[config.mk]
export PLATFORM = sky130hd
export DESIGN_NAME = lap_record_queue_flat
export DESIGN_NICKNAME = d
export VERILOG_FILES = /design/src/rtl/lap_record_queue_if.sv /design/src/rtl/lap_record_queue.sv /design/src/flat_wrapper.sv
export SDC_FILE = /design/constraint.sdc
export NUM_CORES = 1
export LEC_CHECK = 0
export ABC_AREA = 1
export BUFFER_PORTS_ARGS = -buffer_cell sky130_fd_sc_hd__buf_2
export CAP_MARGIN = 20
export CORE_MARGIN = 8
export CORE_UTILIZATION = 65
export DETAILED_ROUTE_END_ITERATION = 7
export PLACE_DENSITY_LB_ADDON = 0.15
export SLEW_MARGIN = 20
export SYNTH_ARGS = -nofsm -noshare
export SYNTH_HDL_FRONTEND = slang
export SYNTH_SLANG_ARGS = --single-unit
[constraint.sdc]
create_clock -name clock -period 9.1 [get_ports clock]
set_clock_uncertainty 0.05 [all_clocks]
set_input_delay 1.82 -clock clock [delete_from_list [all_inputs] [get_ports clock]]
set_output_delay 1.82 -clock clock [all_outputs]
set_load 0.05 [all_outputs]
[src/rtl/lap_record_queue_if.sv]
// Handshake bundle between the key FSM, the lap record queue and the LCD bridge.
// The master side drives lap/clear requests and the bridge busy flag.
interface lap_record_queue_if #(
  parameter int REC_W = 32,
  parameter int AW    = 3
);
  logic             lap_req;
  logic [REC_W-1:0] record_in;
  logic             clear_req;
  logic             lcd_busy;
  logic             lcd_insert;
  logic [REC_W-1:0] lcd_record;
  logic             lcd_clear;
  logic [AW:0]      count;
  logic             full;
  logic             overflow;
  logic             q_busy;

  modport master (
    output lap_req, record_in, clear_req, lcd_busy,
    input  lcd_insert, lcd_record, lcd_clear, count, full, overflow, q_busy
  );

  modport slave (
    input  lap_req, record_in, clear_req, lcd_busy,
    output lcd_insert, lcd_record, lcd_clear, count, full, overflow, q_busy
  );
endinterface

[src/rtl/lap_record_queue.sv]
// FIFO of lap timestamps replayed to the LCD bridge over its insert/busy handshake,
// with clear requests serialised behind any record already in flight.
module lap_record_queue #(
  parameter int DEPTH       = 8,
  parameter int AW          = 3,
  parameter int REC_W       = 32,
  parameter int ACK_TIMEOUT = 16
) (
  input  logic               clock,
  input  logic               reset,
  lap_record_queue_if.slave  bus
);

  typedef enum logic [2:0] {
    IDLE, ISSUE, WAIT_RISE, WAIT_FALL, CLR_ISSUE, CLR_WAIT_RISE, CLR_WAIT_FALL
  } state_t;

  localparam int              TW        = $clog2(ACK_TIMEOUT) + 1;
  localparam logic [AW:0]     FULL_CNT  = (AW+1)'(DEPTH);
  // The issue cycle itself counts as the first waited cycle.
  localparam logic [TW-1:0]   TMO_LAST  = TW'(ACK_TIMEOUT - 2);

  logic [REC_W-1:0] mem [DEPTH];

  state_t           state_reg, state_next;
  logic [TW-1:0]    tmo_reg, tmo_next;
  logic             clear_pending_reg, clear_pending_next;
  logic [AW-1:0]    wr_ptr_reg, rd_ptr_reg;
  logic [AW:0]      count_reg;
  logic             overflow_reg;
  logic             lcd_insert_reg, lcd_clear_reg;
  logic [REC_W-1:0] lcd_record_reg;

  logic full, pop, push, drop, clear_take;

  assign full = (count_reg == FULL_CNT);

  always_comb begin
    state_next = state_reg;
    tmo_next   = tmo_reg;
    pop        = 1'b0;
    clear_take = 1'b0;
    case (state_reg)
      IDLE: begin
        if (clear_pending_reg) begin
          clear_take = 1'b1;
          state_next = CLR_ISSUE;
        end else if (count_reg != '0 && !bus.lcd_busy && !bus.clear_req) begin
          pop        = 1'b1;
          state_next = ISSUE;
        end
      end
      ISSUE: begin
        tmo_next   = '0;
        state_next = WAIT_RISE;
      end
      WAIT_RISE: begin
        if (bus.lcd_busy)             state_next = WAIT_FALL;
        else if (tmo_reg == TMO_LAST) state_next = IDLE;
        else                          tmo_next   = tmo_reg + 1'b1;
      end
      WAIT_FALL: begin
        if (!bus.lcd_busy) state_next = IDLE;
      end
      CLR_ISSUE: begin
        tmo_next   = '0;
        state_next = CLR_WAIT_RISE;
      end
      CLR_WAIT_RISE: begin
        if (bus.lcd_busy)             state_next = CLR_WAIT_FALL;
        else if (tmo_reg == TMO_LAST) state_next = IDLE;
        else                          tmo_next   = tmo_reg + 1'b1;
      end
      CLR_WAIT_FALL: begin
        if (!bus.lcd_busy) state_next = IDLE;
      end
      default: state_next = IDLE;
    endcase

    // A clear arriving while another is pending or being taken merges into it.
    clear_pending_next = (clear_pending_reg & ~clear_take) | (bus.clear_req & ~clear_pending_reg);

    // A pop in the same cycle frees a slot, so a lap is accepted even when full.
    push = bus.lap_req & ~bus.clear_req & (~full | pop);
    drop = bus.lap_req & ~bus.clear_req & full & ~pop;
  end

  always_ff @(posedge clock) begin
    if (push) mem[wr_ptr_reg] <= bus.record_in;
  end

  always_ff @(posedge clock or negedge reset) begin
    if (!reset) begin
      state_reg         <= IDLE;
      tmo_reg           <= '0;
      clear_pending_reg <= 1'b0;
      wr_ptr_reg        <= '0;
      rd_ptr_reg        <= '0;
      count_reg         <= '0;
      overflow_reg      <= 1'b0;
      lcd_insert_reg    <= 1'b0;
      lcd_clear_reg     <= 1'b0;
      lcd_record_reg    <= '0;
    end else begin
      state_reg         <= state_next;
      tmo_reg           <= tmo_next;
      clear_pending_reg <= clear_pending_next;
      lcd_insert_reg    <= (state_next == ISSUE);
      lcd_clear_reg     <= (state_next == CLR_ISSUE);
      if (pop) lcd_record_reg <= mem[rd_ptr_reg];

      if (bus.clear_req) begin
        wr_ptr_reg   <= '0;
        rd_ptr_reg   <= '0;
        count_reg    <= '0;
        overflow_reg <= 1'b0;
      end else begin
        if (push) wr_ptr_reg <= wr_ptr_reg + 1'b1;
        if (pop)  rd_ptr_reg <= rd_ptr_reg + 1'b1;
        if (push && !pop)      count_reg <= count_reg + 1'b1;
        else if (pop && !push) count_reg <= count_reg - 1'b1;
        if (drop) overflow_reg <= 1'b1;
      end
    end
  end

  assign bus.lcd_insert = lcd_insert_reg;
  assign bus.lcd_clear  = lcd_clear_reg;
  assign bus.lcd_record = lcd_record_reg;
  assign bus.count      = count_reg;
  assign bus.full       = full;
  assign bus.overflow   = overflow_reg;
  assign bus.q_busy     = (state_reg != IDLE) || (count_reg != '0);

endmodule

[src/flat_wrapper.sv]
// flat-port wrapper written by rule: the top's interface ports become plain ports
module lap_record_queue_flat 
#(
  parameter int DEPTH       = 8,
  parameter int AW          = 3,
  parameter int REC_W       = 32,
  parameter int ACK_TIMEOUT = 16
)
  (clock, reset, bus_lap_req, bus_record_in, bus_clear_req, bus_lcd_busy, bus_lcd_insert, bus_lcd_record, bus_lcd_clear, bus_count, bus_full, bus_overflow, bus_q_busy);
  lap_record_queue_if #(.REC_W(REC_W), .AW(AW)) bus_i ();
  input  logic clock;
  input  logic reset;
  input wire logic [$bits(bus_i.lap_req)-1:0] bus_lap_req;
  input wire logic [$bits(bus_i.record_in)-1:0] bus_record_in;
  input wire logic [$bits(bus_i.clear_req)-1:0] bus_clear_req;
  input wire logic [$bits(bus_i.lcd_busy)-1:0] bus_lcd_busy;
  output wire logic [$bits(bus_i.lcd_insert)-1:0] bus_lcd_insert;
  output wire logic [$bits(bus_i.lcd_record)-1:0] bus_lcd_record;
  output wire logic [$bits(bus_i.lcd_clear)-1:0] bus_lcd_clear;
  output wire logic [$bits(bus_i.count)-1:0] bus_count;
  output wire logic [$bits(bus_i.full)-1:0] bus_full;
  output wire logic [$bits(bus_i.overflow)-1:0] bus_overflow;
  output wire logic [$bits(bus_i.q_busy)-1:0] bus_q_busy;
  assign bus_i.lap_req = bus_lap_req;
  assign bus_i.record_in = bus_record_in;
  assign bus_i.clear_req = bus_clear_req;
  assign bus_i.lcd_busy = bus_lcd_busy;
  assign bus_lcd_insert = bus_i.lcd_insert;
  assign bus_lcd_record = bus_i.lcd_record;
  assign bus_lcd_clear = bus_i.lcd_clear;
  assign bus_count = bus_i.count;
  assign bus_full = bus_i.full;
  assign bus_overflow = bus_i.overflow;
  assign bus_q_busy = bus_i.q_busy;
  lap_record_queue #(.DEPTH(DEPTH), .AW(AW), .REC_W(REC_W), .ACK_TIMEOUT(ACK_TIMEOUT)) u_core (.clock(clock), .reset(reset), .bus(bus_i));
endmodule
==> results.cfg <==
[run_status]
status = finished clean

[worst_setup_path]
critPathLaunch = bus_clear_req
critPathLaunchType = input port
worstPathMaxFanout = 38
crit_end = u_core.mem[4][0]
worstRegToRegCells = 8
path_class = in2reg
cp.required_ps = 9210
reg2reg_to = u_core.bus.lcd_record[3]
cp_data_arrival_time_ps = 3960
end_kind = flop
r2r_setup_slack_ps = 6000
regToRegStartpoint = u_core.rd_ptr_reg[1]

[grt]
antenna_found_initial = 1
grt_pass1_wl_mm = 40.2
grt_max_degree = 84
gr-total-overflow = 0
grt_pass1_vias = 7554
track_usage = 0.215

[place]
hpwl_mm = 13.7
gp_congestion = 0.770
port_buffers = 77

[timing]
tightest_slew_ps = 1120
period_share = 0.422
max_freq_mhz = 260
slew_viol_final = 0
finalSetupViolCount = 0
finalHoldViolCount = 0
relSlewSlack = 0.252
fin_crit_ps = 3840
rsz0062_at_grt = no
fin_tns_setup_ps = 0

[cts]
root_buffer = clkbuf_16
clockBufferDepth = 3
cts.sinks = 310
clkLatencyLatePin_ps = 550
cts_max_level = 1
cts_inserted_buffers = 30
cts_hold_buf = 0
cts_tree = built
post_cts_resize_count = 0
postCtsSetupBuffers = 0
clkTransAtPathRegs_ps = 60

[worst_hold_path]
hold_depth = 2
hp-class = reg2reg

[logic_synthesis]
yosysTopAreaCellShare = 0.627
mappedNetlistArea_sq_mm = 0.0123
syn-mean-instance-area_sq_um = 12.9
ys_types = 35
ys_seq_area_frac = 0.737
synthCells = 949
synthesis.nets = 993
yosysWarnings = 0
synth_top_area_cell = edfxtp_1
synthTopCellsByArea = edfxtp_1 (63%), dfrtp_1 (11%), o21ai_0 (5.5%), nor2_1 (5.0%), o221ai_1 (3.1%)
ys_ff_latch = 310

[power_and_ir_drop]
ir_worst_vdd_v = 0.000203
power-per-cell-area_mw_per_mm2 = 255
total_leakage_power_nw = 5.10

[cells_and_area]
nNetsFinal = 1060
nFillCells = 1139
n_antenna_cell = 0
drive_gt1_frac = 0.155
postLayoutCoreUtil = 0.747
area_growth_pct = 13.1
largest_register_ffs = 256

[die]
die_w_um = 153
ioPinCount = 78
core-area_sq_mm = 0.0186
rows = 50
dieArea_sq_mm = 0.0235
start_util = 0.660
fp.dieH_um = 153

[detailed_routing]
drc_errors = 0
vias = 7740
dr.pass1.iters = 5
drt-initial-drc-count = 832
ant_nets = 0
wl_per_cell_um = 20.2
drt_wl_total_mm = 25.7
avgViaCountPerCell = 6.08

[job]
drv_cap = 0
cells by family (layout without fill, tap and decap cells):
kind of cell / Yosys count / in the layout / synth area share
flops: 310 / 310 / 0.737
compound gates: 215 / 215 / 0.107
simple gates: 327 / 327 / 0.111
fa+ha+maj: 7 / 7 / 0.00776
buf+inv: 85 / 176 / 0.0337
xor+xnor: 5 / 5 / 0.00357
per-layer routing:
layer / vias up / part of all wire / global-route usage
met3: 45 / 0.065 / 0.0330
met1: 3807 / 0.42 / 0.284
li1: 3602 / - / -
met2: 284 / 0.50 / 0.363
met4: 2 / 0.020 / 0.0742
met5: - / 0.00051 / 0
report_power, final:
part,leakage [nW],total [mW],internal (mW),switching [mW]
logic,1.62,0.614,0.147,0.467
registers,3.02,1.72,1.65,0.0696
clock network,0.463,1.20,0.701,0.501
placed cells by master, fill, tap and decap left out, drive strengths merged:
master	synthesis	layout
nand4	2	2
o211ai	21	21
nand3	54	54
xnor2	1	1
nand3b	1	1
clkinv	1	14
o2bb2ai	1	1
o22ai	1	1
nor2	165	165
o221ai	44	44
bufinv	0	3
nand2	105	105
o2111ai	2	2
buf	26	91
xor2	4	4
ha	6	6
dfrtp	54	54
inv	28	26
clkinvlp	0	1
clkbuf	30	41
o21ai	139	139
edfxtp	256	256
fa	1	1
a21oi	7	7
worst min-delay path by stage:
stage                     slack, ps                         to                       from
final                           420  u_core.bus.lcd_record[28]  u_core.bus.lcd_record[28]
after global routing            440  u_core.bus.lcd_record[11]  u_core.bus.lcd_record[11]
after CTS                       430  u_core.bus.lcd_record[30]  u_core.bus.lcd_record[30]
after detailed placement        410  u_core.bus.lcd_record[13]  u_core.bus.lcd_record[13]
after global placement          410  u_core.bus.lcd_record[27]  u_core.bus.lcd_record[27]
after floorplan                 440          u_core.tmo_reg[0]          u_core.tmo_reg[0]
cell usage after synthesis:
cell type,instances
o2111ai_1,2
nand2_4,2
a21oi_2,1
nor2_4,1
o21ai_0,134
buf_2,16
buf_6,5
xor2_1,4
a21oi_1,6
o211ai_1,21
o221ai_1,44
nor2_1,164
inv_2,6
inv_4,1
xnor2_1,1
nand3b_1,1
nand3_2,1
nand2_1,97
o22ai_1,1
nand3_1,52
o21ai_1,5
nand4_1,2
o2bb2ai_1,1
inv_8,1
edfxtp_1,256
fa_1,1
nand3_4,1
nand2_2,6
inv_1,20
dfrtp_1,54
ha_1,6
clkbuf_1,30
buf_8,1
buf_4,4
clkinv_1,1
metrics by stage:
step                      hold WS, ps  setup slack (ps)  area [sq um]  std cells  total power, mW
after floorplan                   442              4670         12300        949             2.19
after global placement            409              4700         12800       1212             2.34
after detailed placement          410              4630         12800       1213             2.36
after CTS                         427              5200         13700       1269             3.55
after global routing              444              5130         13900       1274             3.66
final                             424              5260         13900       1274             3.53
layout make-up:
| cell class | count | area [sq um] | share of cell area |
|---|---|---|---|
| Multi-Input combinational cell | 554 | 2870 | 0.207 |
| Inverter | 29 | 120 | 0.00866 |
| Timing Repair Buffer | 91 | 588 | 0.0424 |
| Sequential cell | 310 | 9040 | 0.652 |
| Tap cell | 234 | 293 | 0.0211 |
| Clock inverter | 15 | 156 | 0.0113 |
| Clock buffer | 41 | 802 | 0.0578 |
worst max-delay path, stage by stage:
cell and delay, ps:
buf_2 120, inv_2 140, nand2_1 80, a21oi_2 140, nand2_2 50, buf_4 290
nand2_4 120, nand2_4 60, inv_4 80, nand2_2 150, nor2_4 880
Note: power is estimated with default switching activity, not from simulation.
